$ cat src/rtl/instruction_fetch_unit_pkg.sv
// Shared constants and FSM encoding for the instruction fetch unit.
package instruction_fetch_unit_pkg;

  // Text segment base that the PC returns to on reset.
  localparam logic [31:0] RESET_PC_DEFAULT = 32'h0040_0000;

  // Low two PC bits of a word-aligned instruction address.
  localparam logic [1:0] ALIGN_OK = 2'b00;

  // Byte distance between consecutive instructions.
  localparam int unsigned PC_INCR = 4;

  // Fetch controller states.
  typedef enum logic [1:0] {
    ST_IDLE  = 2'd0,
    ST_FETCH = 2'd1,
    ST_HALT  = 2'd2
  } fetch_state_e;

endpackage

$ cat src/rtl/instruction_fetch_unit_fifo.sv
// Two-entry instruction buffer holding {pc, instruction} pairs.
// A flush empties it and overrides any same-cycle push or pop.
// The head outputs read as zero whenever the buffer is empty.
module instruction_fetch_unit_fifo #(
  parameter int WIDTH = 32
) (
  input  logic             clk,
  input  logic             reset,
  input  logic             push,
  input  logic             pop,
  input  logic             flush,
  input  logic [WIDTH-1:0] push_pc,
  input  logic [WIDTH-1:0] push_instr,
  output logic [WIDTH-1:0] head_pc,
  output logic [WIDTH-1:0] head_instr,
  output logic [1:0]       count
);

  logic [WIDTH-1:0] pc_mem    [2];
  logic [WIDTH-1:0] instr_mem [2];
  logic             rd_ptr;
  logic             wr_ptr;
  logic             do_push;
  logic             do_pop;

  // Guard against overflow and underflow so the pointers never desynchronise.
  always_comb begin
    do_push = push && (count != 2'd2);
    do_pop  = pop && (count != 2'd0);
  end

  // Pointer and occupancy bookkeeping; flush has priority over push and pop.
  always_ff @(posedge clk or posedge reset) begin
    if (reset) begin
      rd_ptr <= 1'b0;
      wr_ptr <= 1'b0;
      count  <= 2'd0;
    end else if (flush) begin
      rd_ptr <= 1'b0;
      wr_ptr <= 1'b0;
      count  <= 2'd0;
    end else begin
      if (do_push) wr_ptr <= ~wr_ptr;
      if (do_pop)  rd_ptr <= ~rd_ptr;
      count <= count + {1'b0, do_push} - {1'b0, do_pop};
    end
  end

  // Entry storage; contents are only visible through the count-qualified head.
  always_ff @(posedge clk) begin
    if (!flush && do_push) begin
      pc_mem[wr_ptr]    <= push_pc;
      instr_mem[wr_ptr] <= push_instr;
    end
  end

  // Head entry, forced to zero while empty.
  always_comb begin
    head_pc    = '0;
    head_instr = '0;
    if (count != 2'd0) begin
      head_pc    = pc_mem[rd_ptr];
      head_instr = instr_mem[rd_ptr];
    end
  end

endmodule

$ cat src/rtl/instruction_fetch_unit.sv
// Instruction fetch unit: owns the PC, requests word-aligned fetches,
// buffers returned instructions with their PC and hands them to decode.
//
// Handshakes:
//   memory side : a request is live while Fetch_Req_o=1; the word for
//                 Fetch_Address_o is taken on the edge where Mem_Ready_i=1,
//                 otherwise the same address is held.
//   decode side : the head entry is transferred on the edge where
//                 Valid_o=1 and Decode_Ready_i=1; Valid_o never depends
//                 on Decode_Ready_i.
//   redirect    : Redirect_i flushes the buffer, drops any same-cycle
//                 transfer on either side and loads Redirect_PC_i.
module instruction_fetch_unit
  import instruction_fetch_unit_pkg::*;
#(
  parameter int                    DATA_WIDTH = 32,
  parameter logic [DATA_WIDTH-1:0] RESET_PC   = DATA_WIDTH'(RESET_PC_DEFAULT),
  parameter int                    FIFO_DEPTH = 2
) (
  input  logic                  clk,
  input  logic                  reset,
  output logic [DATA_WIDTH-1:0] Fetch_Address_o,
  output logic                  Fetch_Req_o,
  input  logic                  Mem_Ready_i,
  input  logic [DATA_WIDTH-1:0] Instruction_i,
  output logic [DATA_WIDTH-1:0] Instruction_o,
  output logic [DATA_WIDTH-1:0] PC_o,
  output logic                  Valid_o,
  input  logic                  Decode_Ready_i,
  input  logic                  Redirect_i,
  input  logic [DATA_WIDTH-1:0] Redirect_PC_i,
  output logic                  Misaligned_o,
  output fetch_state_e          fsm_state
);

  // No request is issued at full occupancy, even with a same-cycle pop;
  // this costs a bubble but keeps the buffer free of bypass paths.
  localparam logic [1:0] FULL_COUNT = 2'(FIFO_DEPTH);

  fetch_state_e          state;
  fetch_state_e          state_next;
  logic [DATA_WIDTH-1:0] pc;
  logic [DATA_WIDTH-1:0] pc_next;
  logic [1:0]            count;
  logic                  redirect_take;
  logic                  target_misaligned;
  logic                  push;
  logic                  pop;

  // Controller state register.
  always_ff @(posedge clk or posedge reset) begin
    if (reset) state <= ST_IDLE;
    else       state <= state_next;
  end

  // Next state, request/transfer strobes and next PC.
  always_comb begin
    state_next        = state;
    target_misaligned = (Redirect_PC_i[1:0] != ALIGN_OK);
    redirect_take     = Redirect_i && (state != ST_HALT);
    Fetch_Req_o       = (state == ST_FETCH) && (count < FULL_COUNT) && !Redirect_i;
    push              = Fetch_Req_o && Mem_Ready_i;
    pop               = Valid_o && Decode_Ready_i;
    pc_next           = pc;
    case (state)
      ST_IDLE:  state_next = (Redirect_i && target_misaligned) ? ST_HALT : ST_FETCH;
      ST_FETCH: if (Redirect_i && target_misaligned) state_next = ST_HALT;
      ST_HALT:  state_next = ST_HALT;
      default:  state_next = ST_IDLE;
    endcase
    if (redirect_take) pc_next = Redirect_PC_i;
    else if (push)     pc_next = pc + DATA_WIDTH'(PC_INCR);
  end

  // Program counter; the increment wraps modulo 2^DATA_WIDTH.
  always_ff @(posedge clk or posedge reset) begin
    if (reset) pc <= RESET_PC;
    else       pc <= pc_next;
  end

  instruction_fetch_unit_fifo #(
    .WIDTH (DATA_WIDTH)
  ) u_fifo (
    .clk        (clk),
    .reset      (reset),
    .push       (push),
    .pop        (pop),
    .flush      (redirect_take),
    .push_pc    (pc),
    .push_instr (Instruction_i),
    .head_pc    (PC_o),
    .head_instr (Instruction_o),
    .count      (count)
  );

  // Decode-facing status; HALT is only entered through a flush, so the
  // buffer is already empty there and the head reads as zero.
  always_comb begin
    Fetch_Address_o = pc;
    Valid_o         = (count != 2'd0) && (state != ST_HALT);
    Misaligned_o    = (state == ST_HALT);
    fsm_state       = state;
  end

endmodule

$ cat config.mk
export PLATFORM = sky130hd
export DESIGN_NAME = instruction_fetch_unit
export DESIGN_NICKNAME = d
export VERILOG_FILES = /design/src/rtl/instruction_fetch_unit_pkg.sv /design/src/rtl/instruction_fetch_unit_fifo.sv /design/src/rtl/instruction_fetch_unit.sv
export SDC_FILE = /design/constraint.sdc
export NUM_CORES = 1
export LEC_CHECK = 0
export ABC_AREA = 1
export ABC_CLOCK_PERIOD_IN_PS = 9000
export BUFFER_PORTS_ARGS = -buffer_cell sky130_fd_sc_hd__buf_2
export CORE_ASPECT_RATIO = 0.9
export CORE_UTILIZATION = 58
export CTS_CLUSTER_SIZE = 10
export DETAILED_ROUTE_END_ITERATION = 6
export PLACE_DENSITY = 0.85
export SLEW_MARGIN = 20
export SYNTH_ARGS = -nofsm -noshare
export SYNTH_HDL_FRONTEND = slang
export SYNTH_SLANG_ARGS = --single-unit
$ cat constraint.sdc
create_clock -name clk -period 9 [get_ports clk]
set_clock_uncertainty 0.15 [all_clocks]
set_input_delay 1.8 -clock clk [delete_from_list [all_inputs] [get_ports clk]]
set_output_delay 1.8 -clock clk [all_outputs]
set_load 0.005 [all_outputs]
==> reports/results.txt <==
status -> finished clean
Buf/Inv on CP -> 3
cell taking the most area after synthesis -> edfxtp_1
vias in the first global route -> 5479
Worst Hold Depth -> 0
final wirelength -> 17000 um
Port Buffer Count -> 169
Crit path max-delay family -> buffers and inverters
routability cong. -> 0.871
relative slew slack -> 37.1%
largest net degree at the start of global routing -> 67
Post-Synthesis Cell Area -> 7510 sq um
CTS Buffer Depth -> 2
CTS H-Tree Depth -> 4
sequential power share -> 40.2%
CP max stage delay -> 0.92 ns
met1 usage -> 34.7%
Worst-Margin Slew -> 0.943 ns
Pre-Repair DR Iteration Count -> 7
commonest non-fill, non-tap cell in the layout -> nand2_1
Lkg Pwr -> 0.00396 uW
switch share -> 38.9%
sequential fraction of the synthesis area -> 63.8%
commonest non-fill, non-tap cells in the layout -> 290 x nand2_1, 169 x buf_2, 128 x edfxtp_1
Inserted Diodes -> 0
Pwr Total -> 2770 uW
cell count after synthesis -> 769
routed length per instance -> 15.3 um
# resized after CTS -> 0
Reg2Reg Setup Slack -> 5.88 ns
Register-to-Register Path Depth -> 5
placed instance count -> 1075
Final #Nets -> 1005
part of the power in combinational logic -> 34.7%
clk slew on worst S/H paths -> 0.06 ns
top cell type's share of synthesized area -> 51.2%
Setup CP Type -> reg2out
final non-filler cell total -> 1107
vias post-DR -> 5949
busiest grt layer -> met2
Achievable Freq -> 208 MHz
FF-to-FF End -> u_fifo.instr_mem[0][14]$_DFFE_PP_
# setup viols final -> 0
Std-Cell Rows -> 39
Die Ht -> 110 um
Yosys reg bits -> 166
Syn Nets -> 844
Worst-Skew Late Latency -> 0.42 ns
core area -> 12600 sq um
initial antenna violation count -> 0
cell internal pwr -> 1700 uW
Final period util -> 53.3%
Critical Path AT -> 2.85 ns
Fin. Hold Viols -> 0
Cell Chain, Critical Path -> buf_4 -> clkinv_2 -> nand2_1 -> a21oi_1 -> buf_2
Detail Route Antenna Nets -> 0
Max-cap violations -> 0
DIE AREA -> 13400 sq um
Area contributors post-synth -> edfxtp_1 51%, nand2_1 14%, dfrtp_1 12%
Final Max Slew Viols -> 0
RSZ-0062 raised after global routing -> no
CTS Buf Count -> 17
DRC -> 0
clock sink total -> 166
via/cell ratio -> 5.37
WHS Endpoint -> u_fifo.pc_mem[1][0]$_DFFE_PP_
GR Util met3 -> 6.89%
chip width -> 122 um
Slowest-stage cell, CP -> clkinv_2
Distinct cells, synth -> 35
GR Layer Usage met2 -> 42.9%
hold buffers post-CTS -> 0
pwr dens -> 307 nW/um^2
Initial Utilization -> 59.4%
Clock power frac -> 25.1%
Hold Path Class -> reg2reg
setup TNS -> 0 ns
Layout area overhead -> 20.4%
P_sw -> 1080 uW
worst vdd ir -> 0.210 mV
Avg Inst Size Synth -> 9.77 sq um
Global Route Usage Sum -> 26.3%
share of cells above drive strength 1 -> 26.0%
HP Start -> Fetch_Address_o[0]$_DFFE_PP0P_
DP HPWL -> 10900 um
IO Count -> 170
RR Startpoint -> fsm_state[1]$_DFFE_PP0P_
GR Overflow Total -> 0
Worst EP required -> 7.05 ns
synth warn -> 0
Worst Setup Start Kind -> flip-flop
Root Buffer -> clkbuf_16
min Tclk post-route -> 4.80 ns
Initial DRC Count -> 484
Max Fanout on Critical Path -> 66
critical path capture point type -> output pin
first-pass GRT wire length -> 26500 um
CTS tree -> done
Post CTS Setup Buffer Count -> 0
## worst max-delay path by stage
stage	depth (start not counted)	slack, ns	to	from
2_1_floorplan	4	3.42	u_fifo.instr_mem[1][0]$_DFFE_PP_	Redirect_i
3_3_place_gp	5	4.63	u_fifo.instr_mem[0][16]$_DFFE_PP_	Redirect_i
3_5_place_dp	5	4.57	u_fifo.instr_mem[0][0]$_DFFE_PP_	Redirect_i
4_1_cts	5	4.42	PC_o[12]	u_fifo.rd_ptr$_DFFE_PP0P_
5_1_grt	5	3.99	PC_o[13]	u_fifo.rd_ptr$_DFFE_PP0P_
6_report	5	4.20	Instruction_o[27]	u_fifo.rd_ptr$_DFFE_PP0P_
## sequential cells by signal (all words and copies together) (netlist names)
name              cells
u_fifo.rd_ptr         1
u_fifo.pc_mem        64
u_fifo.count          2
fsm_state             2
Fetch_Address_o      32
u_fifo.wr_ptr         1
u_fifo.instr_mem     64
## logic make-up (layout without fill, tap and decap cells)
logic type,count (synthesis),after routing,synth area share [%]
compound gates,106,106,7.39
flops,166,166,63.8
simple gates,407,407,23.1
fa+ha+maj,6,6,0.999
buf+inv,82,256,4.48
xor+xnor,2,2,0.233
## area by class of cell
type | count | area (sq um)
Timing Repair Buffer | 174 | 883
Tap cell | 164 | 205
Clock buffer | 17 | 425
Sequential cell | 166 | 4800
Inverter | 50 | 189
Multi-Input combinational cell | 521 | 2400
Fill cell | 940 | 3590
Clock inverter | 15 | 146
## cell usage after synthesis (all sizes together)
master / instances
nand2: 300
or2: 1
nor4: 1
edfxtp: 128
o21bai: 1
nand4: 2
a31oi: 3
nand3: 35
o211ai: 3
inv: 50
a211oi: 3
a21oi: 76
xnor2: 1
nor2: 60
dfrtp: 37
o22ai: 3
buf: 27
dfstp: 1
ha: 6
o21ai: 17
nor3: 7
and2: 1
xor2: 1
clkbuf: 5
## per-layer routing
layer | vias to the layer above | share of wire, %
met5 | - | 0
met4 | 0 | 1.0
met3 | 16 | 9.4
met2 | 296 | 48
met1 | 2753 | 42
li1 | 2884 | -
## per-stage QoR
stage	utilization (%)	instance area, sq um	setup slack, ns	hold WS (ns)
2_1_floorplan	-	7510	3.42	0.337
3_3_place_gp	67.1	8480	4.63	0.348
3_5_place_dp	67.1	8480	4.57	0.351
4_1_cts	71.6	9050	4.42	0.365
5_1_grt	71.6	9050	3.99	0.381
6_report	71.6	9050	4.20	0.364
## power groups by stage
stage          sequential, uW  combinational, uW  clock [uW]
6_report                 1120                964         695
2_1_floorplan            1080                620           0
3_5_place_dp             1130                962           0
3_3_place_gp             1120                942           0
5_1_grt                  1130               1090         737
4_1_cts                  1110                971         699
Note: power is estimated with default switching activity, not from simulation.
